==> config.mk <==
export PLATFORM = sky130hd
export DESIGN_NAME = nmr_bstrm_dpath
export DESIGN_NICKNAME = d
export VERILOG_FILES = /design/src/rtl/nmr_bstrm_dpath.sv
export SDC_FILE = /design/constraint.sdc
export NUM_CORES = 1
export LEC_CHECK = 0
export CORE_AREA = 10 10 227 229
export CTS_CLUSTER_DIAMETER = 60
export CTS_CLUSTER_SIZE = 12
export DETAILED_ROUTE_END_ITERATION = 7
export DIE_AREA = 0 0 237 239
export GPL_ROUTABILITY_DRIVEN = 0
export SETUP_SLACK_MARGIN = 0.2
export SYNTH_ARGS = -nofsm -noshare
export SYNTH_HDL_FRONTEND = slang
export SYNTH_SLANG_ARGS = --single-unit
==> constraint.sdc <==
create_clock -name CLK -period 16.57 [get_ports CLK]
set_clock_uncertainty 0.15 [all_clocks]
set_input_delay 3.314 -clock CLK [delete_from_list [all_inputs] [get_ports CLK]]
set_output_delay 3.314 -clock CLK [all_outputs]
set_load 0.03 [all_outputs]
==> src/rtl/nmr_bstrm_dpath.sv <==
// nmr_bstrm_dpath: converts sequencer commands (pattern / constant runs /
// seq_end) into a serial control bitstream on BSTRM_OUT, one bit per CLK.
// A one-entry command buffer feeds an active segment register so that
// consecutive segments are emitted without idle cycles.
// Optional feature: define NMR_BSTRM_DPATH_BITCNT_EN to add the BIT_CNT
// output, a saturating count of cycles with BSTRM_ACTIVE=1.
module nmr_bstrm_dpath #(
    parameter int DATA_WIDTH = 120,
    parameter int CNT_WIDTH  = 32
) (
    input  logic                  CLK,
    input  logic                  RST,
    input  logic                  DPATH_START,
    output logic                  DPATH_BUF_RDY,
    input  logic [DATA_WIDTH-1:0] data_reg,
    input  logic                  seq_end_reg,
    input  logic                  pattern_mode_reg,
    input  logic                  all_1s_mode_reg,
    input  logic                  all_0s_mode_reg,
    input  logic                  ERR_CLR,
    output logic                  BSTRM_OUT,
    output logic                  BSTRM_ACTIVE,
    output logic                  SEQ_DONE,
    output logic                  UNDERRUN,
    output logic                  OVERRUN
`ifdef NMR_BSTRM_DPATH_BITCNT_EN
    ,
    output logic [31:0]           BIT_CNT
`endif
);

    // The remaining-count register must hold both a run length and the
    // pattern length, whichever needs more bits.
    localparam int PAT_CW = $clog2(DATA_WIDTH + 1);
    localparam int REM_W  = (CNT_WIDTH > PAT_CW) ? CNT_WIDTH : PAT_CW;

    typedef enum logic [1:0] {
        S_IDLE = 2'd0,
        S_RUN  = 2'd1,
        S_GAP  = 2'd2,
        S_END  = 2'd3
    } state_t;

    state_t                state_q, state_d;
    logic                  buf_full_q, buf_full_d;
    logic [DATA_WIDTH-1:0] buf_data_q, buf_data_d;
    logic                  buf_seq_end_q, buf_seq_end_d;
    logic                  buf_pat_q, buf_pat_d;
    logic                  buf_one_q, buf_one_d;
    logic                  buf_zero_q, buf_zero_d;
    logic [DATA_WIDTH-1:0] shift_q, shift_d;
    logic [REM_W-1:0]      rem_q, rem_d;
    logic                  seg_pat_q, seg_pat_d;
    logic                  seg_bit_q, seg_bit_d;
    logic                  bstrm_out_q, bstrm_out_d;
    logic                  bstrm_active_q, bstrm_active_d;
    logic                  seq_done_q, seq_done_d;
    logic                  buf_rdy_q, buf_rdy_d;
    logic                  underrun_q, underrun_d;
    logic                  overrun_q, overrun_d;

    logic                  seg_last;
    logic                  xfer;
    logic                  wr_acc;
    logic                  under_set;
    logic [CNT_WIDTH-1:0]  buf_run_len;

    assign buf_run_len = buf_data_q[CNT_WIDTH-1:0];
    assign seg_last    = (rem_q == REM_W'(1));

    // Handshake: the engine takes the buffer whenever it has no further bit of
    // the current segment to drive; a write is accepted into a free or freeing slot.
    always_comb begin
        xfer = 1'b0;
        unique case (state_q)
            S_RUN:   xfer = buf_full_q && seg_last;
            default: xfer = buf_full_q;
        endcase
        wr_acc = DPATH_START && (!buf_full_q || xfer);
    end

    // Next-state logic for the buffer, segment engine and status flags.
    always_comb begin
        state_d        = state_q;
        buf_full_d     = buf_full_q;
        buf_data_d     = buf_data_q;
        buf_seq_end_d  = buf_seq_end_q;
        buf_pat_d      = buf_pat_q;
        buf_one_d      = buf_one_q;
        buf_zero_d     = buf_zero_q;
        shift_d        = shift_q;
        rem_d          = rem_q;
        seg_pat_d      = seg_pat_q;
        seg_bit_d      = seg_bit_q;
        bstrm_out_d    = 1'b0;
        bstrm_active_d = 1'b0;
        seq_done_d     = seq_done_q;
        under_set      = 1'b0;

        if (wr_acc) begin
            buf_full_d    = 1'b1;
            buf_data_d    = data_reg;
            buf_seq_end_d = seq_end_reg;
            buf_pat_d     = pattern_mode_reg;
            buf_one_d     = all_1s_mode_reg;
            buf_zero_d    = all_0s_mode_reg;
        end else if (xfer) begin
            buf_full_d = 1'b0;
        end

        unique case (state_q)
            S_RUN: begin
                if (!seg_last) begin
                    rem_d          = rem_q - REM_W'(1);
                    bstrm_out_d    = seg_pat_q ? shift_q[0] : seg_bit_q;
                    bstrm_active_d = 1'b1;
                    shift_d        = shift_q >> 1;
                end else if (!buf_full_q) begin
                    under_set = 1'b1;
                    state_d   = S_IDLE;
                end
            end
            S_GAP: begin
                if (!buf_full_q) begin
                    under_set = 1'b1;
                    state_d   = S_IDLE;
                end
            end
            S_END: begin
                if (wr_acc) begin
                    seq_done_d = 1'b0;
                    state_d    = S_IDLE;
                end
            end
            default: ;
        endcase

        // Decode priority: seq_end > pattern > all_1s > all_0s; anything else
        // (including a zero-length run) is a null command that emits nothing.
        if (xfer) begin
            seq_done_d = 1'b0;
            if (buf_seq_end_q) begin
                state_d    = S_END;
                seq_done_d = 1'b1;
            end else if (buf_pat_q) begin
                state_d        = S_RUN;
                seg_pat_d      = 1'b1;
                rem_d          = REM_W'(DATA_WIDTH);
                bstrm_out_d    = buf_data_q[0];
                bstrm_active_d = 1'b1;
                shift_d        = buf_data_q >> 1;
            end else if ((buf_one_q || buf_zero_q) && (buf_run_len != '0)) begin
                state_d        = S_RUN;
                seg_pat_d      = 1'b0;
                seg_bit_d      = buf_one_q;
                rem_d          = REM_W'(buf_run_len);
                bstrm_out_d    = buf_one_q;
                bstrm_active_d = 1'b1;
            end else begin
                state_d = ((state_q == S_RUN) || (state_q == S_GAP)) ? S_GAP : S_IDLE;
            end
        end

        // Sticky error flags: a set in the same cycle beats a clear.
        underrun_d = ERR_CLR ? 1'b0 : underrun_q;
        overrun_d  = ERR_CLR ? 1'b0 : overrun_q;
        if (under_set) begin
            underrun_d = 1'b1;
        end
        if (DPATH_START && !wr_acc) begin
            overrun_d = 1'b1;
        end

        buf_rdy_d = ~buf_full_d;
    end

    // State and output registers; RST forces every output to its idle value at once.
    always_ff @(posedge CLK or posedge RST) begin
        if (RST) begin
            state_q        <= S_IDLE;
            buf_full_q     <= 1'b0;
            buf_data_q     <= '0;
            buf_seq_end_q  <= 1'b0;
            buf_pat_q      <= 1'b0;
            buf_one_q      <= 1'b0;
            buf_zero_q     <= 1'b0;
            shift_q        <= '0;
            rem_q          <= '0;
            seg_pat_q      <= 1'b0;
            seg_bit_q      <= 1'b0;
            bstrm_out_q    <= 1'b0;
            bstrm_active_q <= 1'b0;
            seq_done_q     <= 1'b0;
            buf_rdy_q      <= 1'b1;
            underrun_q     <= 1'b0;
            overrun_q      <= 1'b0;
        end else begin
            state_q        <= state_d;
            buf_full_q     <= buf_full_d;
            buf_data_q     <= buf_data_d;
            buf_seq_end_q  <= buf_seq_end_d;
            buf_pat_q      <= buf_pat_d;
            buf_one_q      <= buf_one_d;
            buf_zero_q     <= buf_zero_d;
            shift_q        <= shift_d;
            rem_q          <= rem_d;
            seg_pat_q      <= seg_pat_d;
            seg_bit_q      <= seg_bit_d;
            bstrm_out_q    <= bstrm_out_d;
            bstrm_active_q <= bstrm_active_d;
            seq_done_q     <= seq_done_d;
            buf_rdy_q      <= buf_rdy_d;
            underrun_q     <= underrun_d;
            overrun_q      <= overrun_d;
        end
    end

    assign BSTRM_OUT     = bstrm_out_q;
    assign BSTRM_ACTIVE  = bstrm_active_q;
    assign SEQ_DONE      = seq_done_q;
    assign DPATH_BUF_RDY = buf_rdy_q;
    assign UNDERRUN      = underrun_q;
    assign OVERRUN       = overrun_q;

`ifdef NMR_BSTRM_DPATH_BITCNT_EN
    logic [31:0] bit_cnt_q, bit_cnt_d;

    // Active-bit counter: restarts with the first command of a new sequence, saturates.
    always_comb begin
        bit_cnt_d = bit_cnt_q;
        if (wr_acc && ((state_q == S_IDLE) || (state_q == S_END))) begin
            bit_cnt_d = '0;
        end else if (bstrm_active_q && (bit_cnt_q != 32'hFFFF_FFFF)) begin
            bit_cnt_d = bit_cnt_q + 32'd1;
        end
    end

    // Counter register.
    always_ff @(posedge CLK or posedge RST) begin
        if (RST) begin
            bit_cnt_q <= '0;
        end else begin
            bit_cnt_q <= bit_cnt_d;
        end
    end

    assign BIT_CNT = bit_cnt_q;
`endif

endmodule
==> summary.txt, run 1 <==
Critical path
  – WP data arrival: 1760 ps
  – Reg2reg setup slack: between 10,000 and 15,000 ps
  – CP required: between 10,000 and 15,000 ps
  – Critical-path cell list: clkdlybuf4s50_1
  – CP endpoint kind: output port
  – Slowest cell on crit path: clkdlybuf4s50_1
  – Top delay family on crit path: buffers and inverters
  – FF-to-FF Start: rem_q[2]
  – Worst setup SP type: register
  – CP endpoint: DPATH_BUF_RDY
  – R2R depth: 6
  – Capturing point of the worst reg2reg path: buf_data_q[88]
  – Critical path depth in cells: 1
  – WP buf/inv: 1
  – Setup CP Type: register to output port
  – Worst Path Max Fanout: 1
  – Slowest Stage Delay on Critical Path: roughly 700 ps
  – Worst setup path startpoint: DPATH_BUF_RDY

Layout
  – Layout cells sized above 1: between 15 and 20%
  – Synth-to-Final Area Change: 24.3%
  – Antenna diodes: 0
  – Design Area, Final: roughly 16,000 sq um
  – Number of nets in the layout: around 1,300

Outcome
  – Run status: completed

Routing
  – Detail Route Antenna Nets: 0
  – Via count: slightly above 8,000
  – # DRC: 0
  – DR vias/cell: 4.52
  – DRT iter0 DRCs: 440
  – Drt wl/cell: roughly 16 microns
  – DRT Pass-1 Iters: 4
  – Final WL: 28,100 microns

Min path
  – Hold crit path type: register to register
  – Hold_sp: buf_data_q[87]

Timing
  – Max_slew headroom: about a third
  – Least-Margin Pin Slew: approximately 980 ps
  – Final Max Tran Viols: 0
  – Final setup fails: 0
  – Final-report hold violation count: 0
  – Setup_tns: 0 ps
  – RSZ-0062 raised after global routing: false
  – PnR worst setup slack: approximately 11,000 ps
  – Crit path time final: 5220 ps
  – Achievable Freq: roughly 0.19 GHz
  – Final period util: between 30% and 40%

CTS
  – H-tree Lvls: 2
  – Hold_buf cts: 0
  – TritonCTS sink count: about 290
  – Clock transition at path regs: 60 ps
  – Post-CTS Setup Bufs: 0
  – PostCTS Resize Cnt: 0
  – CTS buffer count: 36
  – CTS Root Cell: clkbuf_16
  – Clk buf depth: 3
  – Clk_lat worst skew: between 500 and 600 ps
  – CTS tree: done

Logic synthesis
  – Synthesized cell area: around 13,000 sq um
  – Share of the synthesized area in the top cell type: a little under three fifths
  – Dominant synthesized flop cell: dfrtp_1
  – Number of library cell types mapped by synthesis: 53
  – Post-Syn Nets: 1,165
  – Mean Syn Cell Area: between 10 and 15 sq um
  – Leading area contributor after synthesis: dfrtp_1
  – Asr flop ratio synth: 100%
  – Post-synth top cells: dfrtp_1, nand2_1, mux2i_1
  – Syn Inst Count: 1,032
  – Synthesized flop and latch total: about 290
  – Ys Warns: 0
  – Most instantiated library cell after synthesis: dfrtp_1
  – Register area share after synthesis: a little under three fifths
  – Number of synthesized flops with an enable pin: 0
  – Largest cells by area after synthesis: dfrtp_1, mux2_2, mux2i_1

Floorplan
  – Initial core utilization: a little over a quarter
  – Die Ht: 239 microns
  – Full die area: around 57,000 sq um
  – Row cnt: 80
  – Core ar.: roughly 47,000 sq um
  – Die W: between 200 and 250 microns
  – # IOs: approximately 130

Power and ir drop
  – Leak: roughly 6.4 nW
  – VDD IR-drop max: approximately 0.000065 V
  – Power Dens Cells: 101 nW/um^2

Placement
  – IO Port Bufs: 133
  – DP Area: roughly 14,000 sq um
  – Detailed placement HPWL: approximately 18,000 microns
  – Setup WS pre-CTS: ~11,000 ps

Global routing
  – Pin count of the biggest net entering global routing: between 150 and 200
  – Tot GR Track Use: 10.0%
  – GR Overflow Total: 0
  – Vias in the first global route: slightly below 9,000
  – First-pass GRT wire length: ~47,000 microns
  – Antenna violations before repair: 2

Flow run
  – Max-cap violations: 0
==> cells in the final DEF, fill, tap and decap left out, drive strengths merged, types with 18 or more instances in the layout <==
cell type / netlist / layout
nor2: 18 / 18
clkdlybuf4s50: 0 / 133
nor4: 19 / 19
clkbuf: 18 / 39
a22o: 24 / 24
mux2i: 121 / 121
o21ai: 124 / 124
nand2: 143 / 143
dfrtp: 286 / 286
mux2: 122 / 122
==> power breakdown <==
part	internal, W	switching (W)
Clock	0.000464	0.000310
Combinational	0.0000392	0.0000251
Sequential	0.000717	0.0000118
==> layout make-up <==
type / count / area [sq um]
Clock buffer: 39 / 953
Fill cell: 4717 / 31600
Timing Repair Buffer: 141 / 1420
Tap cell: 615 / 769
Multi-Input combinational cell: 670 / 4990
Inverter: 11 / 48.8
Clock inverter: 17 / 205
Sequential cell: 287 / 7180
==> cell families after synthesis <==
kind of cell               count (synthesis)  synth area share [%]
muxes                                    243                  20.6
and+or+nand+nor                          217                  7.89
DFF                                      287                  57.4
buffers and inverters                     75                  2.92
AOI/OAI and AO/OA                        176                  8.66
adders and majority gates                  5                 0.500
xor gates and xnor gates                  29                  2.03
==> worst min-delay path by stage <==
stage / to / slack, ps / cells after the start
after floorplan: shift_q[111] / 300 / 2
after global placement: shift_q[115] / 310 / 2
after detailed placement: shift_q[31] / 320 / 2
after CTS: shift_q[88] / 330 / 2
after global routing: shift_q[87] / 350 / 2
final: shift_q[86] / 320 / 2
==> per-layer routing <==
metal	vias up	part of all wire (%)	track usage, %	wire length (microns)
met4	2	2.5	3.57	696
met5	-	0.046	0	13
met3	49	5.2	2.61	1450
met1	3963	46	12.5	12900
li1	3894	-	-	-
met2	137	47	16.4	13100
==> flip-flops by register name, summed over array words and instances, names as in the netlist, 2 cells and up <==
signal / cells
shift_q: 120
rem_q: 32
state_q: 2
buf_data_q: 120
==> stage by stage <==
step | total power (W) | std cells | util [%] | hold WS, ps
after floorplan | 0.000764 | 1032 | - | 296
after global placement | 0.000806 | 1724 | 30.6 | 315
after detailed placement | 0.000808 | 1724 | 30.6 | 321
after CTS | 0.00160 | 1780 | 33.0 | 326
after global routing | 0.00163 | 1780 | 33.0 | 353
final | 0.00157 | 1780 | 33.0 | 324
No activity file was read; power rests on OpenSTA's default activity.
==> run 2, diff against run 1 <==
Clock period 16.57 ns to 5.4 ns, I/O delays scaled along.
==> run 2 against run 1 <==
Design area shrank 0.24%. Via count grew 0.37%. Sequential power grew to 3.1 times the previous value. Power grew to 3.0 times the previous value. First-iteration DRC count grew 11%. Non-clock buffer count grew 3. Register-to-register slack lost 11000 ps. Sequential share of layout area grew 0.11 points. Sequential cell count is the same. Global-route usage grew 0.27 points. Core utilization shrank 0.080 points.
==> summary.txt, run 2 (same netlist as run 1, synthesis figures left out) <==
Critical path
  – Worst Path Max Fanout: 50
  – CP endpoint kind: register
  – Reg2reg setup slack: about 1700 ps
  – CP required: around 5700 ps
  – FF-to-FF Start: rem_q[2]
  – R2R depth: 6
  – Worst setup SP type: register
  – Slowest Stage Delay on Critical Path: between 700 and 800 ps
  – Capturing point of the worst reg2reg path: buf_data_q[18]
  – Slowest cell on crit path: o41a_1
  – Setup CP Type: register to register
  – WP data arrival: ~4000 ps
  – Critical-path cell list: nor4_2 > nand4b_1 > o41a_1 > a21oi_4 > buf_4 > mux2_2

Power and ir drop
  – Switch share: 22.1%
  – Power Dens Cells: around 300 nW/um^2
  – Clk pwr share: between 40% and 50%
  – Leak: 6.34 nW
  – Switching pwr: between 0.001 and 0.0015 W
  – VDD IR-drop max: 0.000223 V
  – Flop pwr share: a little under half
  – Logic pwr share: ~4.2%
  – Cell-internal power: between 0.003 and 0.004 W

Floorplan
  – Row cnt: 80
  – Die Ht: 239 microns
  – # IOs: between 100 and 150
  – Initial core utilization: 26.6%
  – Die W: approximately 240 microns
  – Full die area: about 57,000 sq um
  – Core ar.: roughly 47,000 sq um

CTS
  – CTS buffer count: 34
  – H-tree Lvls: 2
  – PostCTS Resize Cnt: 0
  – Post-CTS Setup Bufs: 0
  – Hold_buf cts: 0
  – CTS tree: done
  – Clock transition at path regs: around 60 ps
  – Clk buf depth: 3
  – TritonCTS sink count: around 290
  – Clk_lat worst skew: between 500 and 600 ps
  – CTS Root Cell: clkbuf_16

Layout
  – Synth-to-Final Area Change: 24.0%
  – Antenna diodes: 0
  – Commonest non-fill, non-tap cells in the layout: dfrtp_1, nand2_1, clkdlybuf4s50_1, mux2i_1, mux2_2
  – Commonest non-fill, non-tap cell in the layout: dfrtp_1
  – Top flop regs: buf_data_q: 120 flops, shift_q: 120 flops, rem_q: 32 flops
  – Number of nets in the layout: about 1,300
  – Layout cells sized above 1: between 10% and 20%
  – Fill cells: around 4,800

Min path
  – Hold crit path type: register to register
  – Hold Path End: shift_q[87]
  – Hold_sp: buf_data_q[88]
  – Hold depth: 2

Outcome
  – Run status: completed

Timing
  – Crit path time final: 3680 ps
  – Least-Margin Pin Slew: ~990 ps
  – Final Max Tran Viols: 0
  – Setup_tns: 0 ps
  – Max_slew headroom: between 30% and 40%
  – RSZ-0062 raised after global routing: false
  – Achievable Freq: 0.272 GHz
  – Final period util: 68.1%
  – Worst hold slack: 326 ps
  – Final-report hold violation count: 0
  – Final setup fails: 0

Routing
  – DR vias/cell: 4.53
  – Detail Route Antenna Nets: 0
  – Via count: 8,075
  – Drt wl/cell: roughly 16 microns
  – DRT Pass-1 Iters: 4
  – Final WL: 28,900 microns
  – # DRC: 0
  – DRT iter0 DRCs: between 400 and 500

Global routing
  – Tot GR Track Use: between 10% and 20%
  – Pin count of the biggest net entering global routing: 167
  – Met2 Usage GRT: between 10% and 20%
  – Met3 usage: under 10%
  – Vias in the first global route: just under 9,000
  – GRT busiest layer: met2
  – GR Util met1: 12.7%
  – Antenna violations before repair: 2
  – First-pass GRT wire length: between 40,000 and 50,000 microns
  – GR Overflow Total: 0

Flow run
  – Max-cap violations: 0

Placement
  – Detailed placement HPWL: approximately 19,000 microns
  – IO Port Bufs: approximately 130
run 2: cell count changes in the layout (fill, tap and decap cells not counted), sizes merged:
cell	delta
buf	+3
clkinv	-4
inv	-2
bufinv	-2
clkbuf	+7
run 2: layer usage:
layer | part of all wire [%] | vias up
met5 | 0.073 | -
met4 | 2.5 | 4
met1 | 45 | 3978
met2 | 47 | 139
met3 | 5.1 | 54
li1 | - | 3900
run 2: critical path, delay by kind of cell, from the launching register on:
kind	cells	cell delay, ps
compound gates	2	1050
buf+inv	1	590
flops	1	430
mux	1	410
simple gates	2	890
run 2: area by class of cell:
class                      instances  area (sq um)  share of cell area (%)
sequential                       287          7180                    46.3
inverter                          11          45.0                   0.290
multi-input combinational        670          4990                    32.1
tap                              615           769                    4.96
timing repair buffer             144          1480                    9.51
clock inverter                     9          95.1                   0.612
clock buffer                      46           970                    6.25
run 2: worst max-delay path by stage:
stage	start	endpoint	slack, ps	depth (start not counted)
floorplan	RST	BSTRM_ACTIVE	370	1
global placement	rem_q[12]	buf_data_q[17]	1850	6
detailed placement	rem_q[2]	shift_q[99]	1710	7
CTS	rem_q[2]	shift_q[99]	1700	7
global route	rem_q[2]	shift_q[113]	1390	7
finish	rem_q[2]	buf_data_q[18]	1720	6
run 2: stage by stage:
| step | util (%) | instances | power [W] | area [sq um] | setup slack (ps) |
|---|---|---|---|---|---|
| floorplan | - | 1032 | 0.00234 | 12500 | 366 |
| global placement | 30.7 | 1727 | 0.00248 | 14500 | 1850 |
| detailed placement | 30.7 | 1727 | 0.00248 | 14500 | 1710 |
| CTS | 32.9 | 1782 | 0.00478 | 15500 | 1700 |
| global route | 32.9 | 1782 | 0.00487 | 15500 | 1390 |
| finish | 32.9 | 1782 | 0.00466 | 15500 | 1720 |
run 2: power by group through the flow:
stage	Sequential (W)	Clock (W)	Combinational, W
2_1_floorplan	0.00226	0	0.0000818
3_3_place_gp	0.00228	0	0.000201
3_5_place_dp	0.00228	0	0.000204
4_1_cts	0.00224	0.00233	0.000205
5_1_grt	0.00224	0.00241	0.000218
6_report	0.00224	0.00223	0.000198
